===== src/rtl/pipe_stage_reg.sv =====
// Handshaked pipeline stage register: head slot plus one skid slot, FIFO order,
// synchronous flush, freeze, and bubbles that always carry all-zero control bits.
// Optional stall counter is built only when PIPE_STAGE_STALL_CNT_EN is defined.
module pipe_stage_reg #(
    parameter int DATA_W = 32,
    parameter int DEST_W = 4,
    parameter int CTRL_W = 3
) (
    input  logic              clk,
    input  logic              rst,
    input  logic              in_valid,
    output logic              in_ready,
    input  logic [CTRL_W-1:0] in_ctrl,
    input  logic [DATA_W-1:0] in_data_a,
    input  logic [DATA_W-1:0] in_data_b,
    input  logic [DEST_W-1:0] in_dest,
    input  logic              freeze,
    input  logic              flush,
    output logic              out_valid,
    input  logic              out_ready,
    output logic [CTRL_W-1:0] out_ctrl,
    output logic [DATA_W-1:0] out_data_a,
    output logic [DATA_W-1:0] out_data_b,
    output logic [DEST_W-1:0] out_dest,
    output logic [1:0]        occupancy
`ifdef PIPE_STAGE_STALL_CNT_EN
    ,
    output logic [15:0]       stall_cnt
`endif
);

    logic              r_main_valid;
    logic [CTRL_W-1:0] r_main_ctrl;
    logic [DATA_W-1:0] r_main_a;
    logic [DATA_W-1:0] r_main_b;
    logic [DEST_W-1:0] r_main_dest;

    logic              r_skid_valid;
    logic [CTRL_W-1:0] r_skid_ctrl;
    logic [DATA_W-1:0] r_skid_a;
    logic [DATA_W-1:0] r_skid_b;
    logic [DEST_W-1:0] r_skid_dest;

    logic w_accept;
    logic w_emit;

    // Handshake: a transfer happens on an edge where valid & ready are both high
    // on that side. in_ready depends only on registered state and freeze, never
    // on out_ready; freeze masks both sides so nothing moves while it is high.
    assign in_ready  = ~r_skid_valid & ~freeze;
    assign out_valid = r_main_valid & ~freeze;
    assign w_accept  = in_valid & in_ready;
    assign w_emit    = out_valid & out_ready;

    assign out_ctrl   = out_valid ? r_main_ctrl : '0;
    assign out_data_a = r_main_a;
    assign out_data_b = r_main_b;
    assign out_dest   = r_main_dest;
    assign occupancy  = {1'b0, r_main_valid} + {1'b0, r_skid_valid};

    always_ff @(posedge clk or negedge rst) begin
        if (!rst) begin
            r_main_valid <= 1'b0;
            r_main_ctrl  <= '0;
            r_main_a     <= '0;
            r_main_b     <= '0;
            r_main_dest  <= '0;
            r_skid_valid <= 1'b0;
            r_skid_ctrl  <= '0;
            r_skid_a     <= '0;
            r_skid_b     <= '0;
            r_skid_dest  <= '0;
        end else if (flush) begin
            r_main_valid <= 1'b0;
            r_skid_valid <= 1'b0;
        end else if (!freeze) begin
            if (!r_main_valid || w_emit) begin
                if (r_skid_valid) begin
                    r_main_valid <= 1'b1;
                    r_main_ctrl  <= r_skid_ctrl;
                    r_main_a     <= r_skid_a;
                    r_main_b     <= r_skid_b;
                    r_main_dest  <= r_skid_dest;
                    r_skid_valid <= w_accept;
                    if (w_accept) begin
                        r_skid_ctrl <= in_ctrl;
                        r_skid_a    <= in_data_a;
                        r_skid_b    <= in_data_b;
                        r_skid_dest <= in_dest;
                    end
                end else begin
                    r_main_valid <= w_accept;
                    if (w_accept) begin
                        r_main_ctrl <= in_ctrl;
                        r_main_a    <= in_data_a;
                        r_main_b    <= in_data_b;
                        r_main_dest <= in_dest;
                    end
                end
            end else if (w_accept) begin
                // Head is held downstream; park the new entry behind it.
                r_skid_valid <= 1'b1;
                r_skid_ctrl  <= in_ctrl;
                r_skid_a     <= in_data_a;
                r_skid_b     <= in_data_b;
                r_skid_dest  <= in_dest;
            end
        end
    end

`ifdef PIPE_STAGE_STALL_CNT_EN
    logic [15:0] r_stall_cnt;

    // Counts cycles a valid head is blocked by downstream; flush does not clear it.
    always_ff @(posedge clk or negedge rst) begin
        if (!rst) begin
            r_stall_cnt <= '0;
        end else if (r_main_valid && !out_ready && !freeze && (r_stall_cnt != 16'hFFFF)) begin
            r_stall_cnt <= r_stall_cnt + 16'd1;
        end
    end

    assign stall_cnt = r_stall_cnt;
`endif

endmodule

===== config.mk =====
export PLATFORM = sky130hd
export DESIGN_NAME = pipe_stage_reg
export DESIGN_NICKNAME = d
export VERILOG_FILES = /design/src/rtl/pipe_stage_reg.sv
export SDC_FILE = /design/constraint.sdc
export NUM_CORES = 1
export LEC_CHECK = 0
export ABC_AREA = 0
export CAP_MARGIN = 20
export CORE_UTILIZATION = 52
export DETAILED_ROUTE_END_ITERATION = 8
export PLACE_DENSITY = 0.95
export SLEW_MARGIN = 30
export SYNTH_ARGS = -nofsm -noshare
export SYNTH_HDL_FRONTEND = slang
export SYNTH_SLANG_ARGS = --single-unit
export TNS_END_PERCENT = 10

===== constraint.sdc =====
create_clock -name clk -period 3.6 [get_ports clk]
set_input_delay 0.36 -clock clk [delete_from_list [all_inputs] [get_ports clk]]
set_output_delay 0.36 -clock clk [all_outputs]
set_load 0.05 [all_outputs]

==> results.cfg, run 1 <==
[drt]
via_per_inst = 5.36
drtAntennaViolNets = 0
wl_um = 13000
drc = 12
vias = 3788
first_pass_iters = 7
drtIter0Drc = 110
wl_per_cell_um = 18.4

[grt]
gr-total-overflow = 0
grt_pass1_vias = 4271
grt_max_degree = 88
grt_usage = 0.223
antenna_found_initial = 0
grt_pass1_wl_um = 21400

[finish]
multi_input_area_um2 = 2510
drive_gt1_frac = 0.426
nFillCells = 756
design_area_um2 = 8430
fin_nets = 629
fin_cells = 707
ff_latch_area_um2 = 3600
diodes = 0
synthToLayoutAreaGrowth_pct = 34.5
utilization = 0.729

[die]
die_height_um = 112
rows = 39
die-area_um2 = 12500
initial_core_util = 0.542
coreArea_um2 = 11600
num_io_pins = 152
die_w_um = 112

[synthesis]
yosys.cell_types.count = 17
synthesis.nets = 475
synth_sequential_area_ratio = 0.575
yosysWarnings = 0
postSynthAreaPerCell_um2 = 15.8
yosysTopAreaCellShare = 0.575
netlist_instances = 397
yosysTopAreaCell = dfrtp_1
synth_seq_cells = 144
syn-cell-area_um2 = 6270
yosys-top-cells-area = dfrtp_1 (57%), mux2_2 (37%), mux2_1 (1.6%), buf_6 (1.3%), buf_2 (0.56%)

[place]
dp_cells = 675
gp_congestion = 0.709
place_area_um2 = 7880
dp_hpwl_um = 8670
dp_slack_ns = 0.929
io_buffer_count = 151

[timing]
relSlewSlack = 0.425
finalClockSkew_ns = 0.00568
whs_ns = -0.00760
setup_viol = 0
hold_viol = 10
grt_setup_unrepaired = false
fin_ws_ns = 0.947
finalCritPeriodShare = 0.737
worst_pin_slew_ns = 0.862
finalSetupTns_ns = 0
slew_violations = 0
period_needed_ns = 2.65
fmax_mhz = 377

[setup_path]
end_kind = output port
r2r_start = r_skid_valid
cp_common_cell = clkdlybuf4s50_1
criticalPathCategory = input port to output port
path_max_fanout = 6
slowest_delay_ns = 0.80
worst_ep_required_time_ns = 3.24
critical-path-top-delay-family = buffers and inverters
path_buf_inv = 2
arrival_ns = 2.29
crit_path_start = freeze
startpoint_type = input port
cp_slowest_cell = clkdlybuf4s50_1
regToRegSetupSlack_ns = 1.27
path_cells = clkdlybuf4s50_1 -> nor2b_1 -> and2_1 -> clkdlybuf4s50_1

[clock_tree]
post_cts_buffers = 0
clkSlewWorstSetupHoldPaths_ns = 0.05
clk_latency_ns = 0.41
cts_resized = 0
htreeDepth = 4
clock-sinks = 144
cts_buffer_depth = 2
holdBufCountCts = 0
clockRootBuffer = clkbuf_16
cts_buffers = 17
cts_tree = done

[power]
leakage_nw = 3.68
p_per_area_nw_per_um2 = 646
p_total_mw = 5.44
ir_drop_mv = 0.465

[flow_run]
cap_violations = 0

[status]
status = finished, violations left
violations = DRC, hold timing

[worst_hold_path]
worstHoldPathType = input port to async pin
[state kept, by name, summed over array words and instances (netlist names)]
| register | cells |
|---|---|
| r_skid_b | 32 |
| r_skid_dest | 4 |
| out_data_a | 32 |
| r_skid_valid | 1 |
| r_skid_ctrl | 3 |
| out_data_b | 32 |
| r_main_valid | 1 |
| r_skid_a | 32 |
| r_main_ctrl | 3 |
| out_dest | 4 |
[cells in the final DEF (no fill, tap or decap)]
cell / count
o211ai_1: 1
nand4_1: 1
buf_6: 1
nor2b_1: 1
buf_4: 5
mux2_2: 204
nor3_1: 1
nand2b_1: 1
a2111oi_4: 1
inv_1: 3
clkdlybuf4s50_1: 150
clkbuf_16: 17
bufinv_16: 1
a21oi_1: 2
dfrtp_2: 1
nor2_1: 3
and2_1: 3
mux2_1: 9
clkinv_2: 5
dfrtp_1: 143
ha_1: 1
clkbuf_8: 4
buf_12: 1
clkbuf_1: 5
[final cells by class]
| type | instances | share of cell area |
|---|---|---|
| multi-input combinational | 228 | 0.298 |
| inverter | 3 | 0.00134 |
| tap | 143 | 0.0212 |
| clock inverter | 6 | 0.00653 |
| sequential | 144 | 0.428 |
| clock buffer | 26 | 0.0592 |
| timing repair buffer | 157 | 0.186 |
[kinds of logic (layout without fill, tap and decap cells)]
family,Yosys count,in the layout,share of synthesized area
AO/OA/AOI/OAI,4,4,0.00719
adder cells (fa/ha/maj),1,1,0.00200
buffers and inverters,25,192,0.0248
flip-flops,144,144,0.575
multiplexers,213,213,0.383
AND/OR/NAND/NOR,10,10,0.00858
[per-layer routing]
metal,track usage,routed length (um),up-vias,part of all wire
met2,0.393,6830,102,0.53
met1,0.256,5220,1930,0.40
li1,-,-,1739,-
met3,0.0664,747,17,0.058
met5,0,0,-,0
met4,0.0820,191,0,0.015
[where the power goes]
part	switching (mW)	internal [mW]
logic	0.954	0.698
registers	0.189	1.97
clock network	0.615	1.02
[path summary, 6_finish.rpt]
path | end | cells after the start
max reg2reg | out_data_a[23] | 4
min | out_data_a[15] | 1
min in group clk | out_data_a[3] | 1
max | out_ctrl[2] | 4
min reg2reg | out_data_a[3] | 1
max in group asynchronous | r_skid_a[28] | 2
[Yosys cell counts (all sizes together)]
library cell / number
mux2: 213
dfrtp: 144
buf: 14
clkbuf: 8
and2: 3
inv: 3
nor2: 3
a21oi: 2
a2111oi: 1
ha: 1
nand2b: 1
nand4: 1
nor2b: 1
nor3: 1
o211ai: 1
Note: power is estimated with default switching activity, not from simulation.
==> run 2: changes to the inputs <==
CORE_UTILIZATION = 45   (was 52)
PLACE_DENSITY = 0.89   (was 0.95)
clock period = 2.16 ns   (was 3.6 ns; I/O delays follow)
==> results.cfg, run 2 (synthesis gave the netlist of run 1 again) <==
[place]
io_buffer_count = 151
gp_congestion = 0.778
dp_hpwl_um = 8680

[grt]
grt_usage = 0.193
grt_pass1_vias = 4282
grt_pass1_wl_um = 21400
gr-total-overflow = 0
grt_max_degree = 68
antenna_found_initial = 0

[finish]
diodes = 0
final_common_cell = mux2_2
drive_gt1_frac = 0.453
nFillCells = 945
final_cell_mix = mux2_2 (204), clkdlybuf4s50_1 (143), dfrtp_1 (143)
synthToLayoutAreaGrowth_pct = 39.4
utilization = 0.652
fin_nets = 636

[power]
power.share.switching = 0.309
seqPwrFrac = 0.376
combPwrFrac = 0.290
leakage_nw = 3.81
p_per_area_nw_per_um2 = 1090
p_int_mw = 6.59
ir_drop_mv = 0.627
clock_power_share = 0.334
power.switching_mw = 2.94

[clock_tree]
clk_latency_ns = 0.41
clkSlewWorstSetupHoldPaths_ns = 0.06
holdBufCountCts = 1
clockRootBuffer = clkbuf_16
cts_buffers = 17
clock-sinks = 144
cts_resized = 0
htreeDepth = 4
cts_tree = done
cts_buffer_depth = 2
post_cts_buffers = 0

[die]
coreArea_um2 = 13400
rows = 42
die_height_um = 120
num_io_pins = 152
initial_core_util = 0.468
die-area_um2 = 14400
die_w_um = 120

[setup_path]
startpoint_type = flip-flop
end_kind = output port
worst_ep_required_time_ns = 1.94
criticalPathCategory = flip-flop to output port
arrival_ns = 1.80
path_max_fanout = 67

[drt]
drtIter0Drc = 94
via_per_inst = 5.11
wl_um = 12900
drtAntennaViolNets = 0
drc = 0
first_pass_iters = 4
vias = 3810
wl_per_cell_um = 17.3

[worst_hold_path]
worstHoldPathType = input port to async pin

[timing]
slew_violations = 0
finalCritPeriodShare = 0.935
fmax_mhz = 495
relSlewSlack = 0.619
finalSetupTns_ns = 0
hold_viol = 0
setup_viol = 0
finalClockSkew_ns = 0.00535
worst_pin_slew_ns = 0.572
grt_setup_unrepaired = false
period_needed_ns = 2.02

[status]
status = finished clean

[flow_run]
cap_violations = 0
run 2: cell count changes in the layout (fill, tap and decap cells not counted), moves of 2 or more:
cell	delta
clkdlybuf4s50_1	-7
clkbuf_1	-5
buf_12	+10
buf_4	+3
clkinvlp_4	+2
bufinv_16	+4
run 2: power groups by stage:
stage                     registers (mW)  logic, mW  clock network, mW
after floorplan                     4.62      0.716                  0
after global placement              3.58       2.72                  0
after detailed placement            3.63       2.78                  0
after CTS                           3.59       2.79               3.25
after global routing                3.66       2.90               3.38
final                               3.59       2.76               3.18
run 2: metrics by stage:
step | total power, mW | hold WS, ns | setup slack [ns] | instance area (um^2) | instances
global route | 9.94 | 0.409 | 0.0567 | 8740 | 746
floorplan | 5.34 | -0.0796 | 0.235 | 6270 | 397
detailed placement | 6.41 | 0.237 | 0.0746 | 8070 | 714
CTS | 9.64 | 0.366 | 0.107 | 8740 | 746
global placement | 6.30 | 0.226 | 0.106 | 8070 | 714
finish | 9.53 | 0.375 | 0.141 | 8740 | 746
run 2: layout make-up:
cell class                 count  area [um^2]  share of cell area
clock buffer                  20          467              0.0534
sequential                   144         3610               0.413
timing repair buffer         164         1730               0.198
tap                          176          220              0.0252
inverter                       3         11.3             0.00129
multi-input combinational    228         2510               0.288
clock inverter                11          185              0.0212
run 2: path summary, 6_finish.rpt:
kind                                        to            from  cells after the start  slack [ns]
min in group clk                   r_skid_b[1]    in_data_b[1]                      2        0.45
worst max-delay path              occupancy[0]    r_skid_valid                      3        0.14
max in group asynchronous         r_skid_a[27]             rst                      3        1.15
worst max register to register   out_data_b[1]    r_skid_valid                      4        0.27
worst min-delay path               r_skid_a[1]             rst                      2        0.38
worst min register to register  r_main_ctrl[0]  r_main_ctrl[0]                      1        0.48
run 2: worst max-delay path, stage by stage, from the launching register on:
cell     delay, ns
dfrtp_4       0.51
buf_12        0.36
ha_1          0.31
buf_4         0.19
run 2: layer usage:
| layer | vias to the layer above | track usage | routed length, um |
|---|---|---|---|
| met4 | 0 | 0.0734 | 209 |
| li1 | 1752 | - | - |
| met5 | - | 0 | 0 |
| met3 | 15 | 0.0485 | 656 |
| met1 | 1943 | 0.232 | 5280 |
| met2 | 100 | 0.332 | 6780 |
